[src/rtl/multi_core_reg_bank_if.sv]
// Core-side bus of multi_core_reg_bank: per-core write handshake and read port.
// Every per-core field is packed flat, with core k occupying slice k.
interface multi_core_reg_bank_if #(
  parameter int CORE_NUM   = 2,
  parameter int DATA_WIDTH = 8,
  parameter int ADDR_WIDTH = 4
);
  logic [CORE_NUM-1:0]            wr_req;
  logic [CORE_NUM*ADDR_WIDTH-1:0] wr_addr;
  logic [CORE_NUM*DATA_WIDTH-1:0] wr_data;
  logic [CORE_NUM*2-1:0]          wr_mode;
  logic [CORE_NUM-1:0]            wr_ack;
  logic [CORE_NUM-1:0]            wr_err;
  logic [CORE_NUM*ADDR_WIDTH-1:0] rd_addr;
  logic [CORE_NUM*DATA_WIDTH-1:0] rd_data;

  modport master (
    output wr_req, wr_addr, wr_data, wr_mode, rd_addr,
    input  wr_ack, wr_err, rd_data
  );

  modport slave (
    input  wr_req, wr_addr, wr_data, wr_mode, rd_addr,
    output wr_ack, wr_err, rd_data
  );
endinterface

[src/rtl/multi_core_reg_bank.sv]
// Shared config/status register bank: round-robin core writes with set/clear/toggle,
// sticky hw_set merge, registered reads. Define REG_BANK_ACCESS_ERR_EN to drive wr_err.
module multi_core_reg_bank #(
  parameter int DATA_WIDTH = 8,
  parameter int REG_AMOUNT = 11,
  parameter int CORE_NUM   = 2,
  parameter int ADDR_WIDTH = $clog2(REG_AMOUNT),
  parameter logic [REG_AMOUNT*DATA_WIDTH-1:0] RESET_VALUE = '0,
  parameter logic [REG_AMOUNT-1:0]            RO_MASK     = '0
) (
  input  logic                             clk,
  input  logic                             rst,
  multi_core_reg_bank_if.slave             bus,
  input  logic [REG_AMOUNT*DATA_WIDTH-1:0] hw_set,
  output logic [REG_AMOUNT*DATA_WIDTH-1:0] reg_out
);
  localparam int PTR_W = (CORE_NUM > 1) ? $clog2(CORE_NUM) : 1;

  typedef enum logic [1:0] {
    MODE_WR  = 2'b00,
    MODE_SET = 2'b01,
    MODE_CLR = 2'b10,
    MODE_TGL = 2'b11
  } mode_e;

  typedef struct packed {
    logic [ADDR_WIDTH-1:0] addr;
    logic [DATA_WIDTH-1:0] data;
    logic [1:0]            mode;
  } wr_cmd_t;

  logic [REG_AMOUNT-1:0][DATA_WIDTH-1:0] regs, regs_nxt;
  logic [CORE_NUM-1:0][DATA_WIDTH-1:0]   rd_q, rd_nxt;
  logic [PTR_W-1:0]                      ptr, ptr_nxt;
  logic [CORE_NUM-1:0]                   gnt;
  logic                                  found;
  wr_cmd_t                               sel;
  logic [REG_AMOUNT-1:0]                 hit;
  logic [DATA_WIDTH-1:0]                 old_val, mod_val;

  // Round-robin: scan offsets from ptr, first requesting core wins.
  always_comb begin
    gnt     = '0;
    found   = 1'b0;
    ptr_nxt = ptr;
    sel     = '0;
    for (int i = 0; i < CORE_NUM; i++) begin
      for (int j = 0; j < CORE_NUM; j++) begin
        if (!found && bus.wr_req[j] && (j == (int'(ptr) + i) % CORE_NUM)) begin
          found    = 1'b1;
          gnt[j]   = 1'b1;
          ptr_nxt  = PTR_W'((j + 1) % CORE_NUM);
          sel.addr = bus.wr_addr[j*ADDR_WIDTH +: ADDR_WIDTH];
          sel.data = bus.wr_data[j*DATA_WIDTH +: DATA_WIDTH];
          sel.mode = bus.wr_mode[j*2 +: 2];
        end
      end
    end
  end

  // Decode the granted address; read-only and out-of-range targets never hit.
  always_comb begin
    old_val = '0;
    hit     = '0;
    for (int r = 0; r < REG_AMOUNT; r++) begin
      if (sel.addr == ADDR_WIDTH'(r)) begin
        old_val = regs[r];
        hit[r]  = found && !RO_MASK[r];
      end
    end
    mod_val = sel.data;
    case (mode_e'(sel.mode))
      MODE_SET: mod_val = old_val | sel.data;
      MODE_CLR: mod_val = old_val & ~sel.data;
      MODE_TGL: mod_val = old_val ^ sel.data;
      default:  mod_val = sel.data;
    endcase
  end

  // hw_set is OR-ed last so a peripheral flag beats a same-cycle clear/toggle.
  always_comb begin
    regs_nxt = regs;
    for (int r = 0; r < REG_AMOUNT; r++)
      regs_nxt[r] = (hit[r] ? mod_val : regs[r]) | hw_set[r*DATA_WIDTH +: DATA_WIDTH];
  end

  // Reads sample the pre-write image; unmapped addresses read as zero.
  always_comb begin
    rd_nxt = '0;
    for (int k = 0; k < CORE_NUM; k++)
      for (int r = 0; r < REG_AMOUNT; r++)
        if (bus.rd_addr[k*ADDR_WIDTH +: ADDR_WIDTH] == ADDR_WIDTH'(r))
          rd_nxt[k] = regs[r];
  end

  always_ff @(posedge clk or posedge rst) begin
    if (rst) begin
      regs <= RESET_VALUE;
      ptr  <= '0;
      rd_q <= '0;
    end else begin
      regs <= regs_nxt;
      ptr  <= ptr_nxt;
      rd_q <= rd_nxt;
    end
  end

  assign reg_out     = regs;
  assign bus.rd_data = rd_q;
  assign bus.wr_ack  = rst ? '0 : gnt;

`ifdef REG_BANK_ACCESS_ERR_EN
  assign bus.wr_err = (rst || !found || (|hit)) ? '0 : gnt;
`else
  assign bus.wr_err = '0;
`endif

endmodule
[src/flat_wrapper.sv]
// flat-port wrapper written by rule: the top's interface ports become plain ports
module multi_core_reg_bank_flat 
#(
  parameter int DATA_WIDTH = 8,
  parameter int REG_AMOUNT = 11,
  parameter int CORE_NUM   = 2,
  parameter int ADDR_WIDTH = $clog2(REG_AMOUNT),
  parameter logic [REG_AMOUNT*DATA_WIDTH-1:0] RESET_VALUE = '0,
  parameter logic [REG_AMOUNT-1:0]            RO_MASK     = '0
)
  (clk, rst, hw_set, reg_out, bus_wr_req, bus_wr_addr, bus_wr_data, bus_wr_mode, bus_rd_addr, bus_wr_ack, bus_wr_err, bus_rd_data);
  multi_core_reg_bank_if #(.CORE_NUM(CORE_NUM), .DATA_WIDTH(DATA_WIDTH), .ADDR_WIDTH(ADDR_WIDTH)) bus_i ();
  input  logic clk;
  input  logic rst;
  input  logic [REG_AMOUNT*DATA_WIDTH-1:0] hw_set;
  output logic [REG_AMOUNT*DATA_WIDTH-1:0] reg_out;
  input wire logic [$bits(bus_i.wr_req)-1:0] bus_wr_req;
  input wire logic [$bits(bus_i.wr_addr)-1:0] bus_wr_addr;
  input wire logic [$bits(bus_i.wr_data)-1:0] bus_wr_data;
  input wire logic [$bits(bus_i.wr_mode)-1:0] bus_wr_mode;
  input wire logic [$bits(bus_i.rd_addr)-1:0] bus_rd_addr;
  output wire logic [$bits(bus_i.wr_ack)-1:0] bus_wr_ack;
  output wire logic [$bits(bus_i.wr_err)-1:0] bus_wr_err;
  output wire logic [$bits(bus_i.rd_data)-1:0] bus_rd_data;
  assign bus_i.wr_req = bus_wr_req;
  assign bus_i.wr_addr = bus_wr_addr;
  assign bus_i.wr_data = bus_wr_data;
  assign bus_i.wr_mode = bus_wr_mode;
  assign bus_i.rd_addr = bus_rd_addr;
  assign bus_wr_ack = bus_i.wr_ack;
  assign bus_wr_err = bus_i.wr_err;
  assign bus_rd_data = bus_i.rd_data;
  multi_core_reg_bank #(.DATA_WIDTH(DATA_WIDTH), .REG_AMOUNT(REG_AMOUNT), .CORE_NUM(CORE_NUM), .ADDR_WIDTH(ADDR_WIDTH), .RESET_VALUE(RESET_VALUE), .RO_MASK(RO_MASK)) u_core (.clk(clk), .rst(rst), .bus(bus_i), .hw_set(hw_set), .reg_out(reg_out));
endmodule
[config.mk]
export PLATFORM = sky130hd
export DESIGN_NAME = multi_core_reg_bank_flat
export DESIGN_NICKNAME = d
export VERILOG_FILES = /design/src/rtl/multi_core_reg_bank_if.sv /design/src/rtl/multi_core_reg_bank.sv /design/src/flat_wrapper.sv
export SDC_FILE = /design/constraint.sdc
export NUM_CORES = 1
export LEC_CHECK = 0
export CAP_MARGIN = 30
export CORE_AREA = 2 2 131 133
export CTS_BUF_LIST = sky130_fd_sc_hd__clkbuf_2
export CTS_CLUSTER_DIAMETER = 80
export DETAILED_ROUTE_END_ITERATION = 12
export DIE_AREA = 0 0 133 135
export PLACE_DENSITY = 0.76
export SYNTH_ARGS = -nofsm -noshare
export SYNTH_HDL_FRONTEND = slang
export SYNTH_SLANG_ARGS = --single-unit
export TNS_END_PERCENT = 50
[constraint.sdc]
create_clock -name clk -period 5.2 [get_ports clk]
set_input_delay 1.3 -clock clk [delete_from_list [all_inputs] [get_ports clk]]
set_output_delay 1.3 -clock clk [all_outputs]
set_load 0.05 [all_outputs]
==> summary.txt <==
Status
  – Result of the run: complete, no violations

Job
  – Max Cap Viol: 0

Setup path
  – Worst EP required: between 5000 and 6000 ps
  – Worst reg2reg path depth: 10
  – Worst setup path class: in2reg
  – Worst setup SP type: input pin
  – Crit path max fanout: 11
  – Kind of end point of the critical path: flop
  – Arr. time, crit path: around 5000 ps

Timing
  – Fmax: ~230 MHz
  – Final Cycle Share: between 80% and 90%
  – Clk_skew: approximately 38 ps
  – RSZ-0062 raised after global routing: no
  – Final setup viols: 0
  – Fin crit period: about 4400 ps
  – Final Hold Violating Endpoints: 0
  – Final slew viol count: 0
  – Total negative slack: 0 ps
  – Worst-margin pin slew: between 900 and 1000 ps
  – Worst slew margin: approximately a third

GRT
  – Met2 Use GR: 49.71%
  – Gr busiest metal: met2
  – Met3 Use GR: about 6.7%
  – GRT overflow: 0
  – Vias in the first global route: ~6900
  – Antenna violations before repair: 1
  – Largest net degree at the start of global routing: 61
  – First-pass GRT wire length: ~43 mm
  – Met1 Track Usage GR: 44.35%
  – Total GRT Usage: about a third

Clocking
  – Cts hold-fix bufs: 0
  – Postcts setup bufs: 0
  – CTS Buf Count: 9
  – Root Buffer: clkbuf_2
  – Insertion delay to the later sink of the worst-skew pair: 680 ps
  – Post-CTS Resized: 0
  – Clock-pin slew on the worst setup and hold paths: around 300 ps
  – CTS HTree Levels: 3
  – CTS max path bufs: 2
  – CTS Sinks: 105
  – CTS tree: built

Route
  – Via count: 7316
  – Remaining DRCs: 0
  – ANT nets after route: 0
  – Drt first pass iters: 6
  – Final WL: between 20 and 30 mm
  – DRT iter0 DRCs: 953
  – Routed vias/inst: between 6 and 7
  – DR WL/cell: around 25 um

Synth
  – Average cell area after synthesis: between 9 and 10 um2
  – Distinct cells, synth: 54
  – Post-synth ARST share: 100.0%
  – Largest cells by area after synthesis: dfrtp_1 (38%), a211o_1 (12%), mux4_2 (7.5%)
  – EDFF count, synth: 0
  – Commonest register cell after synthesis: dfrtp_1
  – Synth top area share: approximately 38%
  – Register area share after synthesis: a little under two fifths
  – Synth Instances: approximately 700
  – Synth area leader: dfrtp_1
  – Cell Area, Synth: around 0.0070 mm2
  – Ys Warns: 0
  – #FFs+latches synth: around 110

Power and ir drop
  – Max VDD drop: 0.1728 mV
  – Final Total Pwr: between 2 and 3 mW
  – Cell Pwr Density: 261.9 mW/mm2
  – Leakage power: 3.642 nW

Floorplan
  – Starting Density: 42.38%
  – # IOs: roughly 240
  – Core region area: between 0.015 and 0.02 mm2
  – Die ar.: between 0.015 and 0.02 mm2
  – Chip Width: around 130 um
  – Num rows: 47
  – Die height: 135 um

Layout
  – Final #Nets: approximately 1100
  – Most common cell after layout, fill and taps aside: clkdlybuf4s50_1
  – Layout cells sized above 1: 9.101%
  – Most frequent cells in the layout: clkdlybuf4s50_1 (231), nor2_1 (130), dfrtp_1 (105)
  – Synthesis-to-finish area growth: 38.46%

Place
  – Placer's final routability congestion estimate: slightly below 1
  – DP Wirelength: roughly 22 mm
  – PortBufs: between 200 and 250

Min path
  – Worst hold-check path type: reg2reg
  – Hold Crit Depth: 2
-- stage by stage --
stage	worst slack, ps	cells	instance area, um2	hold WS (ps)	util, %
floorplan	386.8	719	6960	554.8	-
global placement	246.3	1149	9493	576.3	57.86
detailed placement	142.7	1149	9493	585.3	57.86
CTS	850.7	1165	9624	621.8	58.66
global route	650.2	1166	9627	652.0	58.67
finish	789.1	1166	9627	622.2	58.67
-- state kept, by name, summed over array words and instances, names as in the netlist --
name and flops:
u_core.reg_out 88, u_core.bus.rd_data 16, u_core.ptr 1
-- synth_stat cells (all sizes together), types with 5 or more instances --
cell type,count
o22ai,17
ha,16
a211o,92
a22o,10
a21oi,35
nand2b,7
o221ai,8
mux2i,32
and2,5
inv,11
dfrtp,105
clkbuf,28
a221oi,6
nor3,5
a222oi,5
mux4,23
nand2,46
nor2,131
o21ai,38
buf,26
o211ai,5
a22oi,20
-- area by class of cell --
type,instances,area [um2]
antenna,1,2.502
clock buffer,9,45.04
clock inverter,7,86.33
fill,1450,6780
inverter,12,48.80
multi-input combinational,548,3984
sequential,105,2628
tap,220,275.3
timing repair buffer,264,2557
-- worst max-delay path, stage by stage --
cell             delay [ps]
clkdlybuf4s50_1         550
a21boi_4                320
a32o_1                  390
nor2_1                  120
a2111oi_0               580
o221ai_1                300
and2_1                  230
ha_1                    280
mux4_2                  660
nor2_1                  170
a211o_1                 120
-- layer usage --
| metal | routed length (um) | part of all wire [%] |
|---|---|---|
| met1 | 11840 | 41 |
| met2 | 12980 | 45 |
| met3 | 2989 | 10 |
| met4 | 835 | 2.9 |
| met5 | 0 | 0 |
-- power breakdown --
group          internal, mW  switching [mW]
Combinational         0.432           0.666
Clock                 0.121           0.314
Sequential            0.878           0.110
-- final timing paths --
check | to | start | slack [ps]
setup / recovery | u_core.reg_out[8]$_DFF_PP0_ | bus_wr_req[0] | 790
hold / removal | u_core.ptr$_DFFE_PP0P_ | u_core.ptr$_DFFE_PP0P_ | 620
setup reg to reg | u_core.reg_out[8]$_DFF_PP0_ | u_core.ptr$_DFFE_PP0P_ | 1530
hold reg to reg | u_core.ptr$_DFFE_PP0P_ | u_core.ptr$_DFFE_PP0P_ | 620
max in group asynchronous | u_core.reg_out[49]$_DFF_PP0_ | rst | 2650
min in group asynchronous | u_core.reg_out[50]$_DFF_PP0_ | rst | 1260
-- cells by family (layout without fill, tap and decap cells) --
logic type,count (synthesis),count (layout),share of synthesized area [%]
flops,105,105,37.79
fa+ha+maj,16,16,2.879
buf+inv,66,292,4.967
mux,59,59,12.70
simple gates,206,206,12.49
compound gates,265,265,29.12
other cells,1,3,0.05393
Note: power is estimated with default switching activity, not from simulation.
